`src/rtl/clock_div_pkg.sv`:
```
// Shared constants for the clock divider bank: the reset divisor and the
// width helper used to size the channel-select port.
package clock_div_pkg;

    // Reset divisor; gives a half-period of 6 system clocks.
    localparam int CLK_DEFAULT_DIV = 5;

    // Width of a channel index, never narrower than one bit.
    function automatic int idx_width(input int n);
        return (n > 1) ? $clog2(n) : 1;
    endfunction

endpackage

```
`src/rtl/clock_div_channel.sv`:
```
// One programmable divider channel: counts to div, then toggles clk_out and
// pulses tick. Priority is reset > sync > ld > count.
module clock_div_channel
    import clock_div_pkg::*;
#(
    parameter int WIDTH       = 8,
    parameter int DEFAULT_DIV = CLK_DEFAULT_DIV
) (
    input  logic             clk,
    input  logic             reset,
    input  logic             sync,
    input  logic             en,
    input  logic             ld,
    input  logic [WIDTH-1:0] ld_div,
    output logic             clk_out,
    output logic             tick
);

    logic [WIDTH-1:0] div;
    logic [WIDTH-1:0] cnt;

    // NOTE: all state updates use non-blocking assignments so every register
    // samples pre-edge values; blocking here would create ordering races.
    always_ff @(posedge clk) begin
        if (reset) begin
            div     <= WIDTH'(DEFAULT_DIV);
            cnt     <= '0;
            clk_out <= 1'b0;
            tick    <= 1'b0;
        end else if (sync) begin
            cnt     <= '0;
            clk_out <= 1'b0;
            tick    <= 1'b0;
        end else if (ld) begin
            // A load on the terminal-count cycle suppresses that toggle.
            div  <= ld_div;
            cnt  <= '0;
            tick <= 1'b0;
        end else if (en) begin
            if (cnt == div) begin
                cnt     <= '0;
                clk_out <= ~clk_out;
                tick    <= 1'b1;
            end else begin
                cnt  <= cnt + WIDTH'(1);
                tick <= 1'b0;
            end
        end else begin
            tick <= 1'b0;
        end
    end

endmodule

```
`src/rtl/clock_divider_bank.sv`:
```
// Bank of CHANNELS independent divider channels sharing one system clock,
// with a common phase-align strobe and an addressed divisor write port.
module clock_divider_bank
    import clock_div_pkg::*;
#(
    parameter int CHANNELS    = 4,
    parameter int WIDTH       = 8,
    parameter int DEFAULT_DIV = CLK_DEFAULT_DIV
) (
    input  logic                           clk,
    input  logic                           reset,
    input  logic [CHANNELS-1:0]            enable,
    input  logic                           sync,
    input  logic                           load,
    input  logic [idx_width(CHANNELS)-1:0] load_ch,
    input  logic [WIDTH-1:0]               load_div,
    output logic [CHANNELS-1:0]            clk_out,
    output logic [CHANNELS-1:0]            tick
);

    localparam int IW = idx_width(CHANNELS);

    for (genvar i = 0; i < CHANNELS; i++) begin : g_ch
        logic ld;

        // An index beyond the last channel matches no decoder, so it is dropped.
        assign ld = load && (load_ch == IW'(i));

        clock_div_channel #(
            .WIDTH       (WIDTH),
            .DEFAULT_DIV (DEFAULT_DIV)
        ) u_channel (
            .clk     (clk),
            .reset   (reset),
            .sync    (sync),
            .en      (enable[i]),
            .ld      (ld),
            .ld_div  (load_div),
            .clk_out (clk_out[i]),
            .tick    (tick[i])
        );
    end

endmodule

```
`config.mk`:
```
export PLATFORM = sky130hd
export DESIGN_NAME = clock_divider_bank
export DESIGN_NICKNAME = d
export VERILOG_FILES = /design/src/rtl/clock_div_pkg.sv /design/src/rtl/clock_div_channel.sv /design/src/rtl/clock_divider_bank.sv
export SDC_FILE = /design/constraint.sdc
export NUM_CORES = 1
export LEC_CHECK = 0
export BUFFER_PORTS_ARGS = -buffer_cell sky130_fd_sc_hd__buf_2
export CAP_MARGIN = 30
export CORE_MARGIN = 1.5
export CORE_UTILIZATION = 25
export CTS_BUF_LIST = sky130_fd_sc_hd__clkbuf_16
export CTS_CLUSTER_SIZE = 40
export DETAILED_ROUTE_END_ITERATION = 6
export MAX_ROUTING_LAYER = met4
export PLACE_DENSITY = 0.45
export SYNTH_ARGS = -nofsm -noshare
export SYNTH_HDL_FRONTEND = slang
export SYNTH_SLANG_ARGS = --single-unit
```
`constraint.sdc`:
```
create_clock -name clk -period 3.5 [get_ports clk]
set_input_delay 0.7 -clock clk [delete_from_list [all_inputs] [get_ports clk]]
set_output_delay 0.7 -clock clk [all_outputs]
set_load 0.005 [all_outputs]
```
==> results.sh, run 1 <==
export IMPL_slew_headroom_pct=41.0
export IMPL_grt_start_max_net_pins=38
export IMPL_crit_path_end_kind="flip-flop"
export IMPL_antenna_left=0
export IMPL_ys_seq_area_share_pct=44.3
export IMPL_ys_warn_count=0
export IMPL_vdd_drop_max_mv=0.214
export IMPL_synth_net_count=374
export IMPL_gp_congestion=0.710
export IMPL_grt_pass1_wl_mm=11.6
export IMPL_cp_start_kind="input port"
export IMPL_worstPathRequired_ns=3.71
export IMPL_critical_path_class="input port to flip-flop"
export IMPL_hold_depth=2
export IMPL_min_path_type="flip-flop to flip-flop"
export IMPL_coreArea_um2=12700
export IMPL_grt_pass1_vias=2237
export IMPL_vias=2338
export IMPL_post_route_period_util_pct=55.2
export IMPL_dpl_hpwl_mm=5.20
export IMPL_dr_pass1_iters=5
export IMPL_cts_max_level=3
export IMPL_pin_count=26
export IMPL_drive_above_1_share_pct=12.5
export IMPL_rr_endpoint="g_ch[0].u_channel.clk_out"
export IMPL_cts_setup_buffers=0
export IMPL_finalHoldViolCount=0
export IMPL_finalInstanceArea_um2=3800
export IMPL_clkPwrFrac_pct=50.5
export IMPL_die_x_um=117
export IMPL_rrSetupSlack_ns=1.70
export IMPL_setup_viol=0
export IMPL_rows=41
export IMPL_netSwitchingPower_mw=0.420
export IMPL_p_per_area_nw_per_um2=502
export IMPL_ys_ff_latch=72
export IMPL_post_route_drc_count=0
export IMPL_port_buffers=25
export IMPL_grt_antenna_before_repair=0
export IMPL_fmax_mhz=518
export IMPL_netSwitchingFraction_pct=22.0
export IMPL_clock_path_buffers=2
export IMPL_whs_endpoint="g_ch[0].u_channel.clk_out"
export IMPL_start_util_pct=25.7
export IMPL_finalPower_mw=1.91
export IMPL_root_buffer="clkbuf_16"
export IMPL_area_delta_synth_final_pct=16.9
export IMPL_die_y_um=117
export IMPL_synth_cell_types=30
export IMPL_drt_vias_per_instance=4.27
export IMPL_cts_sinks=72
export IMPL_gr_total_overflow=0
export IMPL_status="finished, final reports clean"
export IMPL_netlist_area_um2=3250
export IMPL_synthCells=352
export IMPL_clkLatencyLatePin_ns=0.33
export IMPL_ff2ff_path_depth=4
export IMPL_p_leak_nw=1.26
export IMPL_cts_hold_buf=0
export IMPL_crit_arrival_ns=2.14
export IMPL_worstHoldStart="g_ch[0].u_channel.clk_out"
export IMPL_final_core_utilization_pct=30.0
export IMPL_wl_mm=7.11
export IMPL_syn_area_per_cell_um2=9.25
export IMPL_clk_pin_slew_ns=0.06
export IMPL_fin_crit_ns=1.93
export IMPL_cts_tree="yes"
export IMPL_dieArea_um2=13700
export IMPL_tightest_slew_ns=0.878
export IMPL_tns_ns=0
export IMPL_drt_iter0_markers=105
export IMPL_post_cts_resize_count=0
export IMPL_path_max_fanout=10
export IMPL_grt_total_usage_pct=11.7
export IMPL_internal_power_mw=1.49
export IMPL_rsz0062_at_grt="false"
export IMPL_place_area_um2=3490
export IMPL_finClkSkew_ns=0.00908
export IMPL_fin_nets=392
export IMPL_reg2reg_from="g_ch[0].u_channel.cnt[0]"
export IMPL_wl_per_cell_um=13.0
export IMPL_diodes=0
export IMPL_cts_buffers=9
export IMPL_slew_violations=0
export IMPL_pwr_share_seq_pct=44.2
export IMPL_combPwrFrac_pct=5.3
export IMPL_maxCapViolCount=0
worst max path at each step:
stage | cells after the start | startpoint | end
floorplan | 4 | enable[0] | g_ch[0].u_channel.cnt[0]
finish | 5 | load_ch[1] | g_ch[0].u_channel.div[0]
detailed placement | 5 | load_ch[1] | g_ch[0].u_channel.div[0]
CTS | 4 | reset | g_ch[2].u_channel.cnt[6]
global route | 5 | load_ch[1] | g_ch[0].u_channel.div[0]
global placement | 5 | load_ch[1] | g_ch[0].u_channel.div[0]
cell type report:
| cell class | instances | area (um2) |
|---|---|---|
| clock inverter | 7 | 87.6 |
| timing repair buffer | 26 | 130 |
| tap | 172 | 215 |
| fill | 1354 | 8870 |
| multi-input combinational | 261 | 1710 |
| clock buffer | 9 | 225 |
| sequential | 72 | 1440 |
critical path, cell delays in order:
cell and delay (ns):
buf_2 0.12, nor3b_2 0.23, nor2b_1 0.70, nor2b_1 0.10
a211o_1 0.29
metal layers:
metal | vias up | part of all wire [%] | wire length [um] | track usage, %
met4 | 0 | 1.1 | 81 | 3.86
met3 | 7 | 2.6 | 185 | 3.45
li1 | 1227 | - | - | -
met1 | 1078 | 50 | 3580 | 15.2
met2 | 26 | 46 | 3260 | 17.5
met5 | - | 0 | 0 | -
power by group through the flow:
stage,combinational (mW),clock (mW),sequential (mW)
5_1_grt,0.114,1.02,0.846
4_1_cts,0.102,0.987,0.844
6_report,0.101,0.964,0.844
3_5_place_dp,0.102,0,0.862
3_3_place_gp,0.100,0,0.862
2_1_floorplan,0.0701,0,0.859
through the flow:
| stage | setup slack, ns | hold WS, ns | cells |
|---|---|---|---|
| global route | 1.35 | 0.497 | 547 |
| CTS | 1.55 | 0.479 | 546 |
| detailed placement | 1.19 | 0.468 | 530 |
| finish | 1.57 | 0.476 | 547 |
| floorplan | 1.76 | 0.444 | 352 |
| global placement | 1.21 | 0.456 | 530 |
cells by family (layout without fill, tap and decap cells):
family,after synthesis,after routing,share of synthesized area (%)
muxes,25,25,7.69
buffers and inverters,19,42,3.31
and+or+nand+nor,156,156,23.4
DFF,72,72,44.3
adders and majority gates,4,4,1.54
xor gates and xnor gates,60,60,16.1
AOI/OAI and AO/OA,16,16,3.65
Yosys cell counts, drive strengths merged:
cell type | number | share of area (%)
a211o | 6 | 1.6
a21oi | 7 | 1.1
and2 | 1 | 0.19
and3 | 1 | 0.19
and4 | 1 | 0.27
buf | 12 | 2.5
clkbuf | 7 | 0.85
dfxtp | 72 | 44
ha | 4 | 1.5
mux2i | 25 | 7.7
nand2 | 38 | 4.4
nand3 | 11 | 1.7
nand3b | 4 | 0.92
nand4 | 14 | 2.7
nor2 | 45 | 5.7
nor2b | 7 | 1.3
nor3 | 23 | 3.7
nor3b | 1 | 0.38
nor4 | 4 | 0.77
o311ai | 1 | 0.50
o31ai | 2 | 0.46
or2 | 2 | 0.38
or3 | 3 | 0.58
or4 | 1 | 0.23
xnor2 | 45 | 12
xor2 | 15 | 4.0
cells in the final DEF, fill, tap and decap left out, types with 2 or more instances in the layout:
cell / count
a21oi_1: 7
or2_2: 2
xnor2_1: 45
nand3_1: 11
mux2i_1: 25
xor2_1: 15
clkinvlp_4: 2
or3_1: 3
nand2_1: 38
bufinv_16: 2
clkbuf_16: 9
buf_2: 26
dfxtp_1: 72
nor3_1: 22
nor2_4: 2
nor2b_1: 7
a211o_1: 6
ha_1: 4
nand3b_1: 4
nor4_1: 4
nor2_1: 43
o31ai_1: 2
nand4_1: 14
sequential cells by signal, indices dropped and copies added (netlist names):
register / cells
g_ch.u_channel.clk_out: 4
g_ch.u_channel.tick: 4
g_ch.u_channel.div: 32
g_ch.u_channel.cnt: 32
Power figures use the tool's default switching activity.
==> run 2: changes to the inputs <==
- clock period: 3.5 -> 1.8 ns (I/O delays scaled with it)
==> run 2 against run 1 <==
  * Flip-flop and latch count is the same
  * Largest cell class unchanged
  * Critical path depth is the same
  * Sequential share of layout area shrank 0.96 points
==> results.sh, run 2 (synthesis results as in run 1) <==
export IMPL_wl_mm=7.28
export IMPL_diodes=0
export IMPL_setup_viol=0
export IMPL_post_route_drc_count=0
export IMPL_coreArea_um2=12700
export IMPL_port_buffers=25
export IMPL_post_route_period_util_pct=84.9
export IMPL_fin_crit_ns=1.53
export IMPL_hold_ws_ns=0.343
export IMPL_tns_ns=0
export IMPL_cp_start_kind="flip-flop"
export IMPL_finalHoldViolCount=0
export IMPL_grt_pass1_vias=2390
export IMPL_drive_above_1_share_pct=15.8
export IMPL_cts_setup_buffers=0
export IMPL_worstPathRequired_ns=2.06
export IMPL_die_x_um=117
export IMPL_p_per_area_nw_per_um2=965
export IMPL_wl_per_cell_um=13.0
export IMPL_rr_endpoint="g_ch[0].u_channel.clk_out"
export IMPL_die_y_um=117
export IMPL_antenna_left=0
export IMPL_drt_iter0_markers=84
export IMPL_fin_nets=403
export IMPL_clk_pin_slew_ns=0.06
export IMPL_crit_end="g_ch[0].u_channel.clk_out"
export IMPL_rsz0062_at_grt="false"
export IMPL_vdd_drop_max_mv=0.411
export IMPL_drt_vias_per_instance=4.36
export IMPL_pin_count=26
export IMPL_clock_path_buffers=2
export IMPL_area_delta_synth_final_pct=20.0
export IMPL_dr_pass1_iters=4
export IMPL_grt_antenna_before_repair=0
export IMPL_rrSetupSlack_ns=0.27
export IMPL_tightest_slew_ns=0.456
export IMPL_grt_start_max_net_pins=34
export IMPL_reg2reg_from="g_ch[0].u_channel.cnt[0]"
export IMPL_dieArea_um2=13700
export IMPL_dpl_hpwl_mm=5.35
export IMPL_dp_slack_ns=0.167
export IMPL_grt_total_usage_pct=12.2
export IMPL_gr_total_overflow=0
export IMPL_finClkSkew_ns=0.00867
export IMPL_top_regs="g_ch.u_channel.cnt: 32 flops, g_ch.u_channel.div: 32 flops"
export IMPL_rows=41
export IMPL_most_common_layout_cells="dfxtp_1, xnor2_1, nor2_1"
export IMPL_slew_violations=0
export IMPL_grt_pass1_wl_mm=12.2
export IMPL_fmax_mhz=654
export IMPL_crit_path_end_kind="flip-flop"
export IMPL_critical_path_class="flip-flop to flip-flop"
export IMPL_status="finished, final reports clean"
export IMPL_root_buffer="clkbuf_16"
export IMPL_clkLatencyLatePin_ns=0.33
export IMPL_p_leak_nw=1.33
export IMPL_gp_congestion=0.778
export IMPL_cts_sinks=72
export IMPL_crit_start="g_ch[0].u_channel.cnt[0]"
export IMPL_setup_slack_ns=0.271
export IMPL_slew_headroom_pct=69.5
export IMPL_vias=2435
export IMPL_cts_max_level=3
export IMPL_start_util_pct=25.7
export IMPL_path_max_fanout=4
export IMPL_ff2ff_path_depth=5
export IMPL_final_core_utilization_pct=30.8
export IMPL_cts_buffers=9
export IMPL_maxCapViolCount=0
export IMPL_final_common_cell="dfxtp_1"
export IMPL_crit_arrival_ns=1.79
export IMPL_cts_hold_buf=0
export IMPL_min_path_type="input port to flip-flop"
export IMPL_cts_tree="yes"
[run 2: layout make-up]
type,instances,area [um2]
Clock buffer,9,225
Timing Repair Buffer,37,215
Tap cell,172,215
Sequential cell,72,1440
Fill cell,1333,8770
Clock inverter,7,95.1
Multi-Input combinational cell,261,1710
[run 2: how the worst min path moves through the flow]
stage	startpoint	to	slack, ns	cells after the start
2_1_floorplan	g_ch[0].u_channel.clk_out	g_ch[0].u_channel.clk_out	0.44	2
3_3_place_gp	g_ch[0].u_channel.clk_out	g_ch[0].u_channel.clk_out	0.45	2
3_5_place_dp	g_ch[3].u_channel.clk_out	g_ch[3].u_channel.clk_out	0.46	2
4_1_cts	load_div[7]	g_ch[3].u_channel.div[7]	0.34	3
5_1_grt	load_div[3]	g_ch[3].u_channel.div[3]	0.35	3
6_report	load_div[0]	g_ch[1].u_channel.div[0]	0.34	2
[run 2: per-layer routing]
metal	up-vias	part of all wire [%]	track usage, %
met5	-	0	-
met4	0	1.3	3.61
met3	11	3.8	3.66
met2	35	48	20.4
met1	1138	47	14.2
li1	1251	-	-
[run 2: worst max-delay path, cell delays in order, from the launching register on]
cell	delay [ns]
dfxtp_1	0.41
xnor2_1	0.14
nand4_1	0.16
nor4_2	0.39
buf_4	0.19
mux2i_1	0.17
[run 2: power breakdown]
group / internal, mW / switching, mW / leakage (nW)
Combinational: 0.0887 / 0.126 / 0.587
Clock: 1.21 / 0.697 / 0.156
Sequential: 1.62 / 0.0213 / 0.582
Total: 2.92 / 0.844 / 1.33
[run 2: stage by stage]
step | instance area (um2) | std cells | power [mW]
after floorplan | 3250 | 352 | 1.81
after global placement | 3580 | 542 | 1.89
after detailed placement | 3580 | 542 | 1.89
after CTS | 3900 | 558 | 3.81
after global routing | 3900 | 558 | 3.91
final | 3900 | 558 | 3.77
[run 2: timing repair]
item / 4_1_cts / 5_1_grt
setup endpoints to repair: 0 / 1
endpoints found under the hold margin: 0 / 0
gates resized for setup: 0 / 1
